File: config.mk
export PLATFORM = sky130hd
export DESIGN_NAME = branch_pc_sequencer
export DESIGN_NICKNAME = d
export VERILOG_FILES = /design/src/rtl/cpu_ctrl_pkg.sv /design/src/rtl/pc_target_calc.sv /design/src/rtl/branch_pc_sequencer.sv
export SDC_FILE = /design/constraint.sdc
export NUM_CORES = 1
export LEC_CHECK = 0
export ABC_AREA = 0
export BUFFER_PORTS_ARGS = -buffer_cell sky130_fd_sc_hd__buf_4
export CAP_MARGIN = 5
export CORE_AREA = 2 2 65 67
export DETAILED_ROUTE_END_ITERATION = 8
export DIE_AREA = 0 0 67 69
export GPL_TIMING_DRIVEN = 0
export PLACE_DENSITY = 0.81
export REMOVE_ABC_BUFFERS = 1
export SLEW_MARGIN = 20
export SYNTH_ARGS = -nofsm -noshare
export SYNTH_HDL_FRONTEND = slang
export SYNTH_SLANG_ARGS = --single-unit
File: constraint.sdc
create_clock -name clk -period 5.1 [get_ports clk]
set_input_delay 0.765 -clock clk [delete_from_list [all_inputs] [get_ports clk]]
set_output_delay 0.765 -clock clk [all_outputs]
set_load 0.005 [all_outputs]
File: src/rtl/cpu_ctrl_pkg.sv
// Shared constants for the CPU control path: PC width and sequencer state encoding.
// Latency: none (declarations only).
// Backpressure: not applicable.
package cpu_ctrl_pkg;

    localparam int PC_W = 16;

    // Encoding is visible on the sequencer's state output, so values are fixed.
    typedef enum logic [1:0] {
        ST_INIT  = 2'b00,
        ST_RUN   = 2'b01,
        ST_STALL = 2'b10,
        ST_HALT  = 2'b11
    } seq_state_t;

endpackage

File: src/rtl/pc_target_calc.sv
// Candidate next-PC values (sequential, PC-relative branch, absolute jump) plus jump misalignment flag.
// Latency: purely combinational.
// Backpressure: none; the sequencer decides which candidate to load.
module pc_target_calc
    import cpu_ctrl_pkg::*;
#(
    parameter int INSTR_BYTES = 2
) (
    input  logic [PC_W-1:0] pc,
    input  logic [PC_W-1:0] branch_offset,
    input  logic [PC_W-1:0] jump_target,
    output logic [PC_W-1:0] seq_pc,
    output logic [PC_W-1:0] branch_pc,
    output logic [PC_W-1:0] jump_pc,
    output logic            misalign
);

    localparam logic [PC_W-1:0] INC = PC_W'(INSTR_BYTES);

    // Word offset to byte offset; bit 15 falls off the top, all sums wrap modulo 2^16.
    logic [PC_W-1:0] offset_bytes;

    // Candidate computation; the jump target is forced to an even address.
    always_comb begin
        offset_bytes = branch_offset << 1;
        seq_pc       = pc + INC;
        branch_pc    = seq_pc + offset_bytes;
        jump_pc      = {jump_target[PC_W-1:1], 1'b0};
        misalign     = jump_target[0];
    end

endmodule

File: src/rtl/branch_pc_sequencer.sv
// Program counter owner: picks sequential / branch / jump fetch address each cycle, handles stall and halt.
// Latency: one cycle from redirect inputs to new pc; pc_plus is combinational from pc.
// Backpressure: stall holds pc (inputs ignored while stalled); halt freezes until reset. Optional BRANCH_STATS_EN adds outcome counters.
module branch_pc_sequencer
    import cpu_ctrl_pkg::*;
#(
    parameter logic [15:0] RESET_VECTOR = 16'h0000,
    parameter int          INSTR_BYTES  = 2
) (
    input  logic        clk,
    input  logic        rst_n,
    input  logic        stall,
    input  logic        halt,
    input  logic        branch_en,
    input  logic        branch_cond,
    input  logic [15:0] branch_offset,
    input  logic        jump_en,
    input  logic [15:0] jump_target,
    output logic [15:0] pc,
    output logic [15:0] pc_plus,
    output logic        pc_valid,
    output logic        branch_taken,
    output logic        misalign_err,
    output logic [1:0]  state
`ifdef BRANCH_STATS_EN
    ,
    output logic [15:0] taken_cnt,
    output logic [15:0] not_taken_cnt
`endif
);

    seq_state_t      state_q, state_d;
    logic [PC_W-1:0] pc_q, pc_d;
    logic            taken_q, taken_d;
    logic            mis_q, mis_d;
    logic            advance;

    logic [PC_W-1:0] seq_pc, branch_pc, jump_pc;
    logic            misalign;

    pc_target_calc #(
        .INSTR_BYTES (INSTR_BYTES)
    ) u_calc (
        .pc            (pc_q),
        .branch_offset (branch_offset),
        .jump_target   (jump_target),
        .seq_pc        (seq_pc),
        .branch_pc     (branch_pc),
        .jump_pc       (jump_pc),
        .misalign      (misalign)
    );

    // Next-state and next-PC selection: halt > stall > jump > taken branch > sequential.
    always_comb begin
        state_d = state_q;
        pc_d    = pc_q;
        taken_d = 1'b0;
        mis_d   = mis_q;
        advance = 1'b0;
        case (state_q)
            ST_INIT: state_d = ST_RUN;
            ST_RUN, ST_STALL: begin
                if (halt) begin
                    state_d = ST_HALT;
                end else if (stall) begin
                    state_d = ST_STALL;
                end else begin
                    // Leaving STALL honours this cycle's redirect inputs just like RUN.
                    state_d = ST_RUN;
                    advance = 1'b1;
                end
            end
            ST_HALT: state_d = ST_HALT;
            default: state_d = ST_INIT;
        endcase
        if (advance) begin
            if (jump_en) begin
                pc_d = jump_pc;
                if (misalign) begin
                    mis_d = 1'b1;
                end
            end else if (branch_en && branch_cond) begin
                pc_d    = branch_pc;
                taken_d = 1'b1;
            end else begin
                pc_d = seq_pc;
            end
        end
    end

    // State, PC and status registers; reset drops any redirect in flight.
    always_ff @(posedge clk or negedge rst_n) begin
        if (!rst_n) begin
            state_q <= ST_INIT;
            pc_q    <= RESET_VECTOR;
            taken_q <= 1'b0;
            mis_q   <= 1'b0;
        end else begin
            state_q <= state_d;
            pc_q    <= pc_d;
            taken_q <= taken_d;
            mis_q   <= mis_d;
        end
    end

    assign pc           = pc_q;
    assign pc_plus      = seq_pc;
    assign pc_valid     = (state_q == ST_RUN) || (state_q == ST_STALL);
    assign branch_taken = taken_q;
    assign misalign_err = mis_q;
    assign state        = state_q;

`ifdef BRANCH_STATS_EN
    logic [15:0] taken_cnt_q, not_taken_cnt_q;
    logic        count_br;

    // Only branches that actually execute are counted; a jump on the same cycle suppresses the branch.
    assign count_br = advance && branch_en && !jump_en;

    // Saturating outcome counters.
    always_ff @(posedge clk or negedge rst_n) begin
        if (!rst_n) begin
            taken_cnt_q     <= 16'h0000;
            not_taken_cnt_q <= 16'h0000;
        end else if (count_br) begin
            if (branch_cond && (taken_cnt_q != 16'hFFFF)) begin
                taken_cnt_q <= taken_cnt_q + 16'h0001;
            end
            if (!branch_cond && (not_taken_cnt_q != 16'hFFFF)) begin
                not_taken_cnt_q <= not_taken_cnt_q + 16'h0001;
            end
        end
    end

    assign taken_cnt     = taken_cnt_q;
    assign not_taken_cnt = not_taken_cnt_q;
`endif

endmodule

==> flow_summary.json, run 1 <==
{
  "synth_top_cell_by_area": "dfrtp_1",
  "num_vias": 2177,
  "r2r-start": "pc[1]",
  "max-slew-margin-rel_pct": 57.2,
  "hp-class": "primary input to asynchronous set/reset pin",
  "core_area_um2": 3910,
  "grt_overflow": 0,
  "clock_latency_ns": 0.26,
  "tritoncts": "built",
  "status": "completed",
  "syn_to_final_growth_pct": 29.6,
  "setup_tns_ns": 0,
  "place_inst": 366,
  "endpoint_kind": "register",
  "syn_inst": 253,
  "grt_max_degree": 20,
  "synth_top_area_share_pct": 23.2,
  "cts_root_buffer": "clkbuf_8",
  "yosys.cell_count.top_type": "nand2_1",
  "skew_ns": 0.00525,
  "hold_viol": 0,
  "place_area_um2": 2610,
  "synth_flop_cell": "dfrtp_1",
  "track_usage_pct": 25.8,
  "synth_top_family_by_area": "compound AO/OA/AOI/OAI gates",
  "synth-simple-area-share_pct": 17.3,
  "cp-start-kind": "register",
  "cts_resized": 0,
  "synth-edff-count": 0,
  "cts.sinks": 19,
  "grt_pass1_wl_um": 9430,
  "grt_pass1_vias": 2053,
  "drt-pass1-iter-count": 4,
  "syn_area_um2": 2050,
  "synth.top_cells.by_count": "nand2_1, a21oi_1, ha_1, dfrtp_1, o21ai_0",
  "synth-compound-area-share_pct": 30.0,
  "htreeDepth": 1,
  "io_pins": 76,
  "cts_buffers": 3,
  "drt-total-wl_um": 5700,
  "die_y_um": 69,
  "arrival_ns": 3.31,
  "fin_hold_ws_ns": 0.367,
  "yosysWarnings": 0,
  "p_leak_uw": 0.00129,
  "ir_worst_vdd_uv": 244,
  "final_cell_count_no_fill": 370,
  "period_minus_slack_ns": 3.15,
  "gp_congestion": 0.887,
  "synth_fa_ha_area_share_pct": 13.2,
  "max_slew.worst_pin.slew_ns": 0.643,
  "remaining_drc_errors": 0,
  "setup_viol": 0,
  "rsz0062_at_grt": "no",
  "port_buffers": 72,
  "num_rows": 23,
  "antenna_cells": 0,
  "pre_cts_ws_ns": 1.99,
  "startpoint": "pc[1]",
  "final_max_slew_viol_count": 0,
  "ys_ff_latch": 19,
  "ant_nets": 0,
  "post-route-period-util_pct": 61.7,
  "fmax_ghz": 0.318,
  "wl_per_cell_um": 15.4,
  "viasPerCell": 5.88,
  "antenna_found_initial": 0,
  "synth_xor_area_share_pct": 9.64,
  "path_clk_slew_ns": 0.08,
  "ys_top_cells_by_area": "dfrtp_1, ha_1, a21oi_1, nand2_1, xor2_1",
  "fp.dieArea_um2": 4620,
  "power_density_nw_per_um2": 546,
  "cap_violations": 0,
  "worst-path-max-fanout": 8,
  "fp.dieW_um": 67,
  "clk_path_buf_depth": 2,
  "drive_above_1_share_pct": 27.2,
  "drt_iter0_markers": 177,
  "ctsHoldBuffers": 0,
  "cp_data_required_time_ns": 5.26,
  "syn_avg_cell_area_um2": 8.11,
  "synth.area.mux_share_pct": 1.53,
  "ys_seq_area_share_pct": 23.2,
  "start_util_pct": 52.4,
  "hpwl_um": 4430,
  "postSynth.asyncResetShare_pct": 100,
  "r2r_cells": 12,
  "synth.distinct_cells": 52,
  "stdcell_area_um2": 2660,
  "postCtsSetupBuffers": 0,
  "critical_path_class": "register to register",
  "setup_ws_ns": 1.95,
  "finalNetCount": 381
}
per-stage QoR:
step | utilization, % | power [uW]
after floorplan | - | 948
after global placement | 66.7 | 1310
after detailed placement | 66.7 | 1330
after CTS | 67.9 | 1450
after global routing | 67.9 | 1590
final | 67.9 | 1450
layout make-up:
type	count	area, um2
Tap cell	50	62.6
Sequential cell	19	475
Clock buffer	3	41.3
Fill cell	338	1260
Multi-Input combinational cell	210	1480
Inverter	15	56.3
Clock inverter	1	5.00
Timing Repair Buffer	72	541
power breakdown:
group	internal (uW)	switching, uW
clock	54.5	53.6
sequential	219	103
combinational	505	517
total	779	673
kinds of logic after synthesis:
group,after synthesis
muxes,3
xor gates and xnor gates,21
other,1
DFF,19
adders and majority gates,21
AOI/OAI and AO/OA,91
buffers and inverters,25
and+or+nand+nor,72
critical path, stage by stage (launching register included):
cell	delay (ns)
dfrtp_1	0.48
ha_1	0.24
nand3_2	0.15
or3_1	0.44
nor2_1	0.21
xor2_1	0.30
ha_1	0.34
inv_1	0.07
o21bai_1	0.07
a21oi_1	0.15
a31oi_1	0.14
xor2_1	0.19
o41ai_2	0.27
worst paths after layout:
path	slack [ns]	end
max	1.95	pc[15]
min	0.37	pc[7]
max reg2reg	1.95	pc[15]
min reg2reg	0.48	misalign_err
max in group asynchronous	4.52	state[1]
min in group clk	0.48	misalign_err
flip-flops by register name, indices dropped and copies added (netlist names):
signal / count
pc: 15
branch_taken: 1
state: 2
misalign_err: 1
cells in the final DEF (no fill, tap or decap), drive strengths merged, types with 3 or more instances in the layout:
cell type and instances:
nor3 3, o21ai 19, xnor2 9, o21bai 4, a21o 4, o31ai 3, nand3 8, a22oi 3
buf 72, clkbuf 3, inv 15, a211oi 7, xor2 11, o211a 3, o22ai 4, nor4 3
a21oi 22, nand2 28, nand2b 6, ha 20, dfrtp 19, o211ai 6, nor2 16
routing by layer:
metal  vias to the layer above  routed length [um]  track usage [%]
met5                         -                   0                0
met4                         0                  46             5.90
met3                         4                 451             4.08
met2                        87                2740             41.9
met1                      1023                2470             35.5
li1                       1063                   -                -
Note: power is estimated with default switching activity, not from simulation.
==> run 2, diff against run 1 <==
CORE_AREA = 2 2 68 70   (was 2 2 65 67)
DIE_AREA = 0 0 70 72   (was 0 0 67 69)
PLACE_DENSITY = 0.75   (was 0.81)
clock period = 2.9 ns   (was 5.1 ns; I/O delays follow)
==> flow_summary.json, run 2 (synthesis gave the netlist of run 1 again) <==
{
  "hpwl_um": 4450,
  "worst-path-max-fanout": 5,
  "multi_input_area_um2": 1600,
  "cts_root_buffer": "clkbuf_8",
  "setup_ws_ns": 0.0635,
  "tritoncts": "built",
  "track_usage_pct": 24.3,
  "fmax_ghz": 0.353,
  "most-common-layout-cells": "buf_4, nand2_1, a21oi_1, o21ai_0, ha_1",
  "num-fill-cells": 388,
  "cp_cell_sequence": "ha_2 -> nand3_4 -> or3_4 -> nor2_4 -> xor2_2 -> buf_4 -> ha_2 -> o21bai_1 -> a21oi_1 -> a31oi_2 -> xor2_1 -> o41ai_2",
  "p_leak_uw": 0.00136,
  "drt-pass1-iter-count": 4,
  "die_y_um": 72,
  "crit_buf_inv": 1,
  "setup_viol": 0,
  "antenna_cells": 0,
  "ir_worst_vdd_uv": 442,
  "max_stage_delay_ns": 0.41,
  "num_vias": 2239,
  "endpoint_kind": "register",
  "grt_pass1_wl_um": 9880,
  "fin_hold_ws_ns": 0.0413,
  "num_rows": 24,
  "grt_max_degree": 20,
  "period_minus_slack_ns": 2.84,
  "path_clk_slew_ns": 0.07,
  "seq_area_um2": 480,
  "syn_to_final_growth_pct": 40.4,
  "pre_cts_ws_ns": -0.263,
  "max_slew.worst_pin.slew_ns": 0.656,
  "start_util_pct": 48.1,
  "cap_violations": 0,
  "gp_congestion": 0.875,
  "core_area_um2": 4260,
  "skew_ns": 0.00141,
  "clock_latency_ns": 0.26,
  "critical_path_class": "register to register",
  "max-slew-margin-rel_pct": 56.3,
  "cts.sinks": 19,
  "viasPerCell": 5.83,
  "drive_above_1_share_pct": 36.1,
  "fp.dieArea_um2": 5040,
  "setup_tns_ns": 0,
  "io_pins": 76,
  "met3_length_um": 350,
  "htreeDepth": 1,
  "grt_overflow": 0,
  "finalNetCount": 393,
  "ant_nets": 0,
  "rsz0062_at_grt": "yes",
  "cp_data_required_time_ns": 3.06,
  "highest_layer": "met4",
  "startpoint": "pc[2]",
  "cts_buffers": 3,
  "port_buffers": 72,
  "remaining_drc_errors": 0,
  "largest_reg_flops": 15,
  "fp.dieW_um": 70,
  "antenna_found_initial": 0,
  "wl_per_cell_um": 16.1,
  "r2r-start": "pc[2]",
  "status": "completed",
  "hold_viol": 0,
  "crit_top_cell": "ha_2",
  "path_delay_family": "compound AO/OA/AOI/OAI gates",
  "cp-start-kind": "register",
  "power_density_nw_per_um2": 971,
  "final_max_slew_viol_count": 0,
  "clk_path_buf_depth": 2,
  "wl_met2_um": 3080,
  "critPathSlowestCell": "dfrtp_1",
  "arrival_ns": 3.00,
  "hp-class": "primary input to asynchronous set/reset pin",
  "drt-total-wl_um": 6200,
  "post-route-period-util_pct": 97.8,
  "drt_iter0_markers": 151,
  "wirelength_met1_um": 2700,
  "final_common_cell": "buf_4",
  "grt_pass1_vias": 2042
}
==> run 2: final timing paths <==
kind	end	cells past startpoint	slack [ns]
setup reg to reg	pc[15]	12	0.06
max in group asynchronous	pc[1]	1	2.63
setup / recovery	pc[15]	12	0.06
hold / removal	pc[2]	1	0.04
hold reg to reg	misalign_err	1	0.48
min in group clk	misalign_err	2	0.41
==> run 2: what timing repair did <==
item                                    CTS  global route
hold buffers                              0             0
buffers inserted                          8             4
pin swaps                                 5             6
endpoints found under the setup margin    3             6
resized for setup                         8            18
==> run 2: area by class of cell <==
cell class / instances / share of cell area [%]
tap: 52 / 2.26
timing repair buffer: 84 / 21.9
clock buffer: 4 / 1.56
inverter: 15 / 1.96
sequential: 19 / 16.7
multi-input combinational: 210 / 55.6
==> run 2: worst reg2reg max path, cell delays in order (launching register included) <==
cell and delay (ns):
dfrtp_1 0.41, ha_2 0.25, nand3_4 0.11, or3_4 0.40
nor2_4 0.16, xor2_2 0.10, buf_4 0.16, ha_2 0.20
o21bai_1 0.15, a21oi_1 0.18, a31oi_2 0.14, xor2_1 0.19
o41ai_2 0.28
==> run 2: stage by stage <==
stage	cell area (um2)	cells	util (%)	power [uW]
after CTS	2760	380	64.6	2640
after global placement	2610	368	61.3	2320
final	2880	384	67.5	2790
after floorplan	2010	244	-	1670
after detailed placement	2610	368	61.3	2340
after global routing	2880	384	67.5	3050
==> run 2: layer usage <==
layer | up-vias | global-route usage, %
met2 | 87 | 40.0
li1 | 1078 | -
met3 | 7 | 2.36
met4 | 0 | 5.56
met1 | 1067 | 34.8
met5 | - | 0
==> run 2: report_power, final <==
group	leakage, uW	switching, uW	total, uW	internal, uW
logic	0.00112	1000	2030	1030
registers	0.000223	178	568	390
clock network	0.0000228	94.7	193	98.0
total	0.00136	1270	2790	1520
